File: src/rtl/axi_read_vector.sv
// axi_read_vector: fetches VLEN 32-bit words in one AXI4 INCR read burst,
// retrying errored or wrong-length bursts up to MAX_RETRY times.
// Ports: clk/rst (sync, active-high), start request; AR channel
// (ar_addr/size/len/burst constant, ar_valid/ar_ready); R channel
// (r_data/resp/last/valid, r_ready); vec + vec_valid pulse, busy, error.
module axi_read_vector #(
  parameter int unsigned VLEN       = 1,
  parameter logic [31:0] START_ADDR = 32'hA000_0000,
  parameter int unsigned MAX_RETRY  = 3
) (
  input  logic                 clk,
  input  logic                 rst,
  input  logic                 start,
  output logic [31:0]          ar_addr,
  output logic [2:0]           ar_size,
  output logic [7:0]           ar_len,
  output logic [1:0]           ar_burst,
  output logic                 ar_valid,
  input  logic                 ar_ready,
  input  logic [31:0]          r_data,
  input  logic [1:0]           r_resp,
  input  logic                 r_last,
  input  logic                 r_valid,
  output logic                 r_ready,
  output logic [32*VLEN-1:0]   vec,
  output logic                 vec_valid,
  output logic                 busy,
  output logic                 error
);

  localparam int CW = (VLEN > 1) ? $clog2(VLEN) : 1;
  localparam int RW = (MAX_RETRY > 0) ? $clog2(MAX_RETRY + 1) : 1;

  typedef enum logic [2:0] {
    S_IDLE, S_ADDR, S_DATA, S_DRAIN, S_CHECK
  } state_t;

  state_t              state_q, state_d;
  logic                ar_valid_q, ar_valid_d;
  logic                r_ready_q, r_ready_d;
  logic [32*VLEN-1:0]  vec_q, vec_d;
  logic [32*VLEN-1:0]  shadow_q, shadow_d;
  logic                vec_valid_q, vec_valid_d;
  logic                busy_q, busy_d;
  logic                error_q, error_d;
  logic [CW-1:0]       beat_cnt_q, beat_cnt_d;
  logic [RW-1:0]       retry_cnt_q, retry_cnt_d;
  logic                err_seen_q, err_seen_d;
  logic                len_err_q, len_err_d;

  logic beat;
  logic beat_last;
  logic unused_resp0;

  assign ar_addr   = START_ADDR;
  assign ar_size   = 3'b010;
  assign ar_len    = 8'(VLEN - 1);
  assign ar_burst  = 2'b01;
  assign ar_valid  = ar_valid_q;
  assign r_ready   = r_ready_q;
  assign vec       = vec_q;
  assign vec_valid = vec_valid_q;
  assign busy      = busy_q;
  assign error     = error_q;

  // Only bit 1 of the response distinguishes an error beat.
  assign unused_resp0 = r_resp[0];

  assign beat      = r_valid && r_ready_q;
  assign beat_last = (beat_cnt_q == CW'(VLEN - 1));

  always_comb begin
    state_d     = state_q;
    ar_valid_d  = ar_valid_q;
    r_ready_d   = r_ready_q;
    vec_d       = vec_q;
    shadow_d    = shadow_q;
    vec_valid_d = 1'b0;
    error_d     = error_q;
    beat_cnt_d  = beat_cnt_q;
    retry_cnt_d = retry_cnt_q;
    err_seen_d  = err_seen_q;
    len_err_d   = len_err_q;
    unique case (state_q)
      S_IDLE: begin
        if (start) begin
          state_d     = S_ADDR;
          ar_valid_d  = 1'b1;
          error_d     = 1'b0;
          retry_cnt_d = '0;
          beat_cnt_d  = '0;
          err_seen_d  = 1'b0;
          len_err_d   = 1'b0;
        end
      end
      S_ADDR: begin
        if (ar_valid_q && ar_ready) begin
          state_d    = S_DATA;
          ar_valid_d = 1'b0;
          r_ready_d  = 1'b1;
        end
      end
      S_DATA: begin
        if (beat) begin
          shadow_d[32*beat_cnt_q +: 32] = r_data;
          err_seen_d = err_seen_q | r_resp[1];
          beat_cnt_d = beat_cnt_q + CW'(1);
          if (beat_last) begin
            if (r_last) begin
              state_d   = S_CHECK;
              r_ready_d = 1'b0;
            end else begin
              // Slave keeps going past VLEN: swallow the rest.
              len_err_d = 1'b1;
              state_d   = S_DRAIN;
            end
          end else if (r_last) begin
            len_err_d = 1'b1;
            state_d   = S_CHECK;
            r_ready_d = 1'b0;
          end
        end
      end
      S_DRAIN: begin
        if (beat && r_last) begin
          state_d   = S_CHECK;
          r_ready_d = 1'b0;
        end
      end
      S_CHECK: begin
        if (!err_seen_q && !len_err_q) begin
          vec_d       = shadow_q;
          vec_valid_d = 1'b1;
          state_d     = S_IDLE;
        end else if (retry_cnt_q < RW'(MAX_RETRY)) begin
          retry_cnt_d = retry_cnt_q + RW'(1);
          beat_cnt_d  = '0;
          err_seen_d  = 1'b0;
          len_err_d   = 1'b0;
          ar_valid_d  = 1'b1;
          state_d     = S_ADDR;
        end else begin
          error_d = 1'b1;
          state_d = S_IDLE;
        end
      end
      default: begin
        state_d    = S_IDLE;
        ar_valid_d = 1'b0;
        r_ready_d  = 1'b0;
      end
    endcase
    busy_d = (state_d != S_IDLE);
  end

  always_ff @(posedge clk) begin
    if (rst) begin
      state_q     <= S_IDLE;
      ar_valid_q  <= 1'b0;
      r_ready_q   <= 1'b0;
      vec_q       <= '0;
      vec_valid_q <= 1'b0;
      busy_q      <= 1'b0;
      error_q     <= 1'b0;
      beat_cnt_q  <= '0;
      retry_cnt_q <= '0;
      err_seen_q  <= 1'b0;
      len_err_q   <= 1'b0;
    end else begin
      state_q     <= state_d;
      ar_valid_q  <= ar_valid_d;
      r_ready_q   <= r_ready_d;
      vec_q       <= vec_d;
      vec_valid_q <= vec_valid_d;
      busy_q      <= busy_d;
      error_q     <= error_d;
      beat_cnt_q  <= beat_cnt_d;
      retry_cnt_q <= retry_cnt_d;
      err_seen_q  <= err_seen_d;
      len_err_q   <= len_err_d;
    end
  end

  // Shadow contents are irrelevant until a full burst lands.
  always_ff @(posedge clk) begin
    shadow_q <= shadow_d;
  end

endmodule

File: config.mk
export PLATFORM = sky130hd
export DESIGN_NAME = axi_read_vector
export DESIGN_NICKNAME = d
export VERILOG_FILES = /design/src/rtl/axi_read_vector.sv
export SDC_FILE = /design/constraint.sdc
export NUM_CORES = 1
export LEC_CHECK = 0
export CAP_MARGIN = 20
export CORE_MARGIN = 10
export CORE_UTILIZATION = 44
export CTS_CLUSTER_SIZE = 20
export DETAILED_ROUTE_END_ITERATION = 6
export PLACE_DENSITY_LB_ADDON = 0.25
export SYNTH_ARGS = -nofsm -noshare
export SYNTH_HDL_FRONTEND = slang
export SYNTH_SLANG_ARGS = --single-unit
export TNS_END_PERCENT = 30
File: constraint.sdc
create_clock -name clk -period 2.95 [get_ports clk]
set_input_delay 0.295 -clock clk [delete_from_list [all_inputs] [get_ports clk]]
set_output_delay 0.295 -clock clk [all_outputs]
set_load 0.02 [all_outputs]
==> impl_metrics.ini, run 1 <==
[clock_network]
cts_made_buffers = 9
cts_tree = yes
cts-hold-fix-buffers = 0
cts.sink_count = 77
cts_setup_buffers = 0
clkSlewWorstSetupHoldPaths_ns = 0.08
clk_latency_ns = 0.34
cts_buffer_depth = 2
post_cts_resized = 0
cts-htree-levels = 3
cts_root_buffer = clkbuf_8

[job]
max_cap_violations = 0

[drt]
wl_um = 7030
dr_wl_met2_um = 3490
num_vias = 2335
wl_met3_um = 739
drc = 0
vias_per_cell = 4.62
ant_nets = 0
drtIter0Drc = 110
dr.pass1.iters = 4
wire_per_inst_um = 13.9
highest_layer = met4
drt-met1-wl_um = 2660

[global_route]
grt_antenna_before_repair = 0
grt_pass1_wl_um = 11300
overflow = 0
track_usage_pct = 12.5
grt_pass1_vias = 2373
grt_max_degree = 35

[power]
p_leak_nw = 1.46
power_density_nw_per_um2 = 486
sw_frac_of_total_pct = 25.0
ir_worst_vdd_uv = 218
comb_power_share_pct = 8.8
clkPwrFrac_pct = 34.6
internal-power_w = 0.00149
switchingPower_w = 0.000494
total_power_w = 0.00198
pwr-share-seq_pct = 56.6

[sta]
max_freq_mhz = 479
setup_viol = 0
grt_setup_unrepaired = false
timing.max_slew.rel_slack_pct = 63.1
period_share_pct = 70.8
fin_skew_ns = 0.00840
tightest_slew_ns = 0.552
drv_slew = 0
fin_ws_ns = 0.862
hold_viol = 0
fin_crit_ns = 2.09
finalSetupTns_ns = 0

[final_layout]
multi_input_area_um2 = 1140
stdcell_count = 505
seq_area_um2 = 1860
layout_common_cells = 74 x clkdlybuf4s50_1, 67 x nand2_1, 45 x conb_1, 45 x dfxtp_1, 36 x a21oi_1
drive_gt1_share_pct = 6.40
layout_commonest_cell = clkdlybuf4s50_1
fillers = 665
fin_nets = 443
antenna_cells = 0
syn_to_final_growth_pct = 24.3

[synth]
synth_area_um2 = 3280
yosys-top-cells-area = edfxtp_1 29%, dfxtp_1 27%, buf_4 11%
yosysTopAreaCell = edfxtp_1
ys_types = 35
synth-seq-cells = 77
ys_seq_area_share_pct = 56.8
synth_cells = 332
syn_area_per_cell_um2 = 9.88
yosysWarnings = 0
yosys.area.top_type_share_pct = 29.3

[run_status]
status = completed

[floorplan]
die_h_um = 106
core_um2 = 7250
dieArea_um2 = 11300
die_w_um = 106
rows = 31
io_pins = 122
start_util_pct = 45.2

[placed_design]
port_buffers = 75
hpwl_um = 5080
routabilityCongestion = 0.828
dp.cells = 490
pre_cts_ws_ns = 0.818

[setup_path]
worstPathMaxFanout = 21
cp-end-kind = register
cp.arrival_ns = 2.13
start_kind = register
path_class = reg2reg
crit_required_ns = 2.99

[worst_hold_path]
min_path_type = in2reg
[cell families after synthesis]
kind of cell / share of synthesized area [%]
AO/OA/AOI/OAI: 9.73
flip-flops: 56.8
buffers and inverters: 13.5
adder cells (fa/ha/maj): 0.381
other: 0.229
AND/OR/NAND/NOR: 19.4
[power by group through the flow]
stage / Clock [W] / Combinational [W] / Sequential (W)
2_1_floorplan: 0 / 0.000152 / 0.00114
3_3_place_gp: 0 / 0.000171 / 0.00115
3_5_place_dp: 0 / 0.000172 / 0.00115
4_1_cts: 0.000705 / 0.000172 / 0.00112
5_1_grt: 0.000761 / 0.000191 / 0.00112
6_report: 0.000685 / 0.000175 / 0.00112
[flip-flops by register name (all words and copies together), names as in the netlist]
register / count
beat_cnt_q: 1
retry_cnt_q: 2
error: 1
busy: 1
vec: 32
shadow_q: 32
ar_valid: 1
r_ready: 1
state_q: 3
len_err_q: 1
err_seen_q: 1
vec_valid: 1
[final timing paths]
kind                              start  cells after the start  slack [ns]                     end
setup / recovery  state_q[1]$_SDFF_PP0_                      3        0.86  shadow_q[27]$_DFFE_PP_
hold / removal                      rst                      2        0.38    vec_valid$_SDFF_PP0_
setup reg to reg  state_q[1]$_SDFF_PP0_                      3        0.86  shadow_q[27]$_DFFE_PP_
hold reg to reg    vec[24]$_SDFFE_PP0P_                      2        0.46    vec[24]$_SDFFE_PP0P_
[worst max-delay path: stages (launching register included)]
cell and delay [ns]:
dfxtp_1 0.53, nor4b_1 0.35, and3_2 0.57, buf_4 0.32
[synthesized netlist by cell type]
library cell and n:
a211o_1 1, buf_6 2, a221o_1 1, o21ai_0 5, nand2b_1 3, buf_2 4, a21oi_1 36, and3_4 1
nor2b_1 33, a22o_1 1, or2_2 2, and2b_1 1, clkbuf_1 11, buf_4 46, nor3_1 2, a22oi_1 1
nor4_1 2, dfxtp_1 45, nor2_4 1, nor4b_1 2, nand2_1 67, a211oi_1 4, a31oi_1 1, nand4_1 1
conb_1 2, a2111oi_2 1, a32o_1 1, nand3_1 4, edfxtp_1 32, a41oi_1 1, and3_1 2, ha_1 1
nor2_1 10, inv_1 4, a32oi_1 1
[layout make-up]
| type | count | area share [%] |
|---|---|---|
| clock buffer | 9 | 3.04 |
| multi-input combinational | 231 | 27.9 |
| timing repair buffer | 79 | 19.0 |
| clock inverter | 6 | 0.982 |
| tap | 99 | 3.04 |
| sequential | 77 | 45.7 |
| inverter | 4 | 0.368 |
[metal layers]
layer | GRT usage [%] | vias up
met2 | 20.2 | 93
met3 | 6.10 | 17
met4 | 6.67 | 0
met1 | 13.2 | 1072
li1 | - | 1153
met5 | 0 | -
[per-stage QoR]
stage	hold slack, ns	utilization, %	instance area [µm²]
2_1_floorplan	0.437	-	3440
3_3_place_gp	0.442	54.0	3910
3_5_place_dp	0.447	54.0	3910
4_1_cts	0.385	56.2	4080
5_1_grt	0.416	56.2	4080
6_report	0.384	56.2	4080
Power figures use the tool's default switching activity.
==> run 2, diff against run 1 <==
==> constraint.sdc (replaced) <==
create_clock -name clk -period 2.1 [get_ports clk]
set_input_delay 0.21 -clock clk [delete_from_list [all_inputs] [get_ports clk]]
set_output_delay 0.21 -clock clk [all_outputs]
set_load 0.02 [all_outputs]
==> impl_metrics.ini, run 2 (synthesis gave the netlist of run 1 again) <==
[global_route]
grt_pass1_vias = 2431
top_usage_layer = met2
track_usage_pct = 12.7
overflow = 0
global_route.usage.met1_pct = 12.7
grt_pass1_wl_um = 11700
grt_antenna_before_repair = 0
grt_util_met2_pct = 22.0
use_met3_pct = 6.34
grt_max_degree = 35

[drt]
dr.pass1.iters = 4
drtIter0Drc = 87
drc = 0
wire_per_inst_um = 14.2
num_vias = 2334
ant_nets = 0
wl_um = 7190
vias_per_cell = 4.61

[setup_path]
slowest_stage = dfxtp_1
path_class = reg2reg
critical_path_depth = 4
cp_top_family = compound AO/OA/AOI/OAI gates
r2r_end = len_err_q$_SDFFE_PP0P_
critPathBufInv = 0
cp_cell_sequence = nand2b_1, nand2b_1, a211o_1, a2111oi_2
timing.rr.start = state_q[2]$_SDFF_PP0_
cp-end-kind = register
crit_required_ns = 2.35
worstPathMaxFanout = 15
start_kind = register
r2r_slack_ns = 0.36
cp-startpoint = state_q[2]$_SDFF_PP0_
ff2ff_path_depth = 4
cp.arrival_ns = 1.99
cp_common_cell = nand2b_1
slowest_delay_ns = 0.62

[final_layout]
stdcell_count = 506
antenna_cells = 0
layout_commonest_cell = clkdlybuf4s50_1
drive_gt1_share_pct = 6.63
fin_nets = 443
seq_area_um2 = 1860
multi_input_area_um2 = 1140
layout_common_cells = 74 x clkdlybuf4s50_1, 67 x nand2_1, 45 x conb_1, 45 x dfxtp_1, 36 x a21oi_1
fillers = 638
syn_to_final_growth_pct = 26.4

[worst_hold_path]
min-delay-start = rst
min_path_cells = 2
min_path_type = in2reg
whs_endpoint = vec[3]$_SDFFE_PP0P_

[clock_network]
post_cts_resized = 0
cts_buffer_depth = 2
cts-hold-fix-buffers = 0
clkSlewWorstSetupHoldPaths_ns = 0.09
cts.sink_count = 77
cts_setup_buffers = 0
cts_tree = yes
clk_latency_ns = 0.35
cts_root_buffer = clkbuf_8
cts_made_buffers = 9
cts-htree-levels = 3

[floorplan]
core_um2 = 7250
start_util_pct = 45.2
die_h_um = 106
rows = 31
die_w_um = 106
dieArea_um2 = 11300
io_pins = 122

[sta]
fin_crit_ns = 1.74
drv_slew = 0
period_share_pct = 82.7
setup_viol = 0
max_freq_mhz = 576
fin_skew_ns = 0.0154
fin_ws_ns = 0.363
grt_setup_unrepaired = false
finalSetupTns_ns = 0
hold_viol = 0

[power]
clkPwrFrac_pct = 38.9
pwr-share-seq_pct = 52.9
sw_frac_of_total_pct = 25.1
ir_worst_vdd_uv = 380
comb_power_share_pct = 8.3
power_density_nw_per_um2 = 719
internal-power_w = 0.00223
p_leak_nw = 1.48
switchingPower_w = 0.000747

[placed_design]
port_buffers = 75
pre_cts_ws_ns = 0.408
hpwl_um = 5080
dp.cells = 490
routabilityCongestion = 0.822

[job]
max_cap_violations = 0

[run_status]
status = completed
[run 2: changes by cell type in the layout (fill, tap and decap cells not counted), sizes merged]
cell / change
bufinv: +1
clkinv: -3
clkinvlp: +1
inv: +2
[run 2: area by class of cell]
class	instances	area share [%]
well taps	99	2.99
inverters	4	0.362
multi-input cells	231	27.4
flip-flops and latches	77	44.9
repair buffers	79	19.3
clock inverters	7	1.99
clock buffers	9	2.99
[run 2: worst max-delay path by stage]
stage | end | slack, ns
detailed placement | busy$_SDFF_PP0_ | 0.41
finish | len_err_q$_SDFFE_PP0P_ | 0.36
global placement | busy$_SDFF_PP0_ | 0.41
CTS | len_err_q$_SDFFE_PP0P_ | 0.39
floorplan | busy$_SDFF_PP0_ | 0.01
global route | len_err_q$_SDFFE_PP0P_ | 0.18
[run 2: metrics by stage]
| stage | total power (W) | util, % | hold slack [ns] | cell area, µm² |
|---|---|---|---|---|
| finish | 0.00298 | 57.2 | 0.329 | 4150 |
| global route | 0.00309 | 57.2 | 0.360 | 4150 |
| CTS | 0.00300 | 57.2 | 0.316 | 4150 |
| detailed placement | 0.00185 | 54.3 | 0.446 | 3940 |
| global placement | 0.00185 | 54.3 | 0.441 | 3940 |
| floorplan | 0.00182 | - | 0.352 | 3440 |
[run 2: layer usage]
metal	wire (µm)	vias up
li1	-	1155
met3	766	14
met1	2690	1076
met4	93	0
met5	0	-
met2	3640	89
[run 2: worst register-to-register path, delay by kind of cell, from the launching register on]
| kind | cells | cell delay [ns] |
|---|---|---|
| compound gates | 2 | 0.65 |
| flops | 1 | 0.62 |
| simple gates | 2 | 0.37 |
[run 2: power groups by stage]
stage	clock network, W	logic [W]	registers [W]
2_1_floorplan	0	0.000213	0.00161
3_3_place_gp	0	0.000240	0.00161
3_5_place_dp	0	0.000241	0.00161
4_1_cts	0.00118	0.000242	0.00157
5_1_grt	0.00125	0.000268	0.00158
6_report	0.00116	0.000246	0.00158
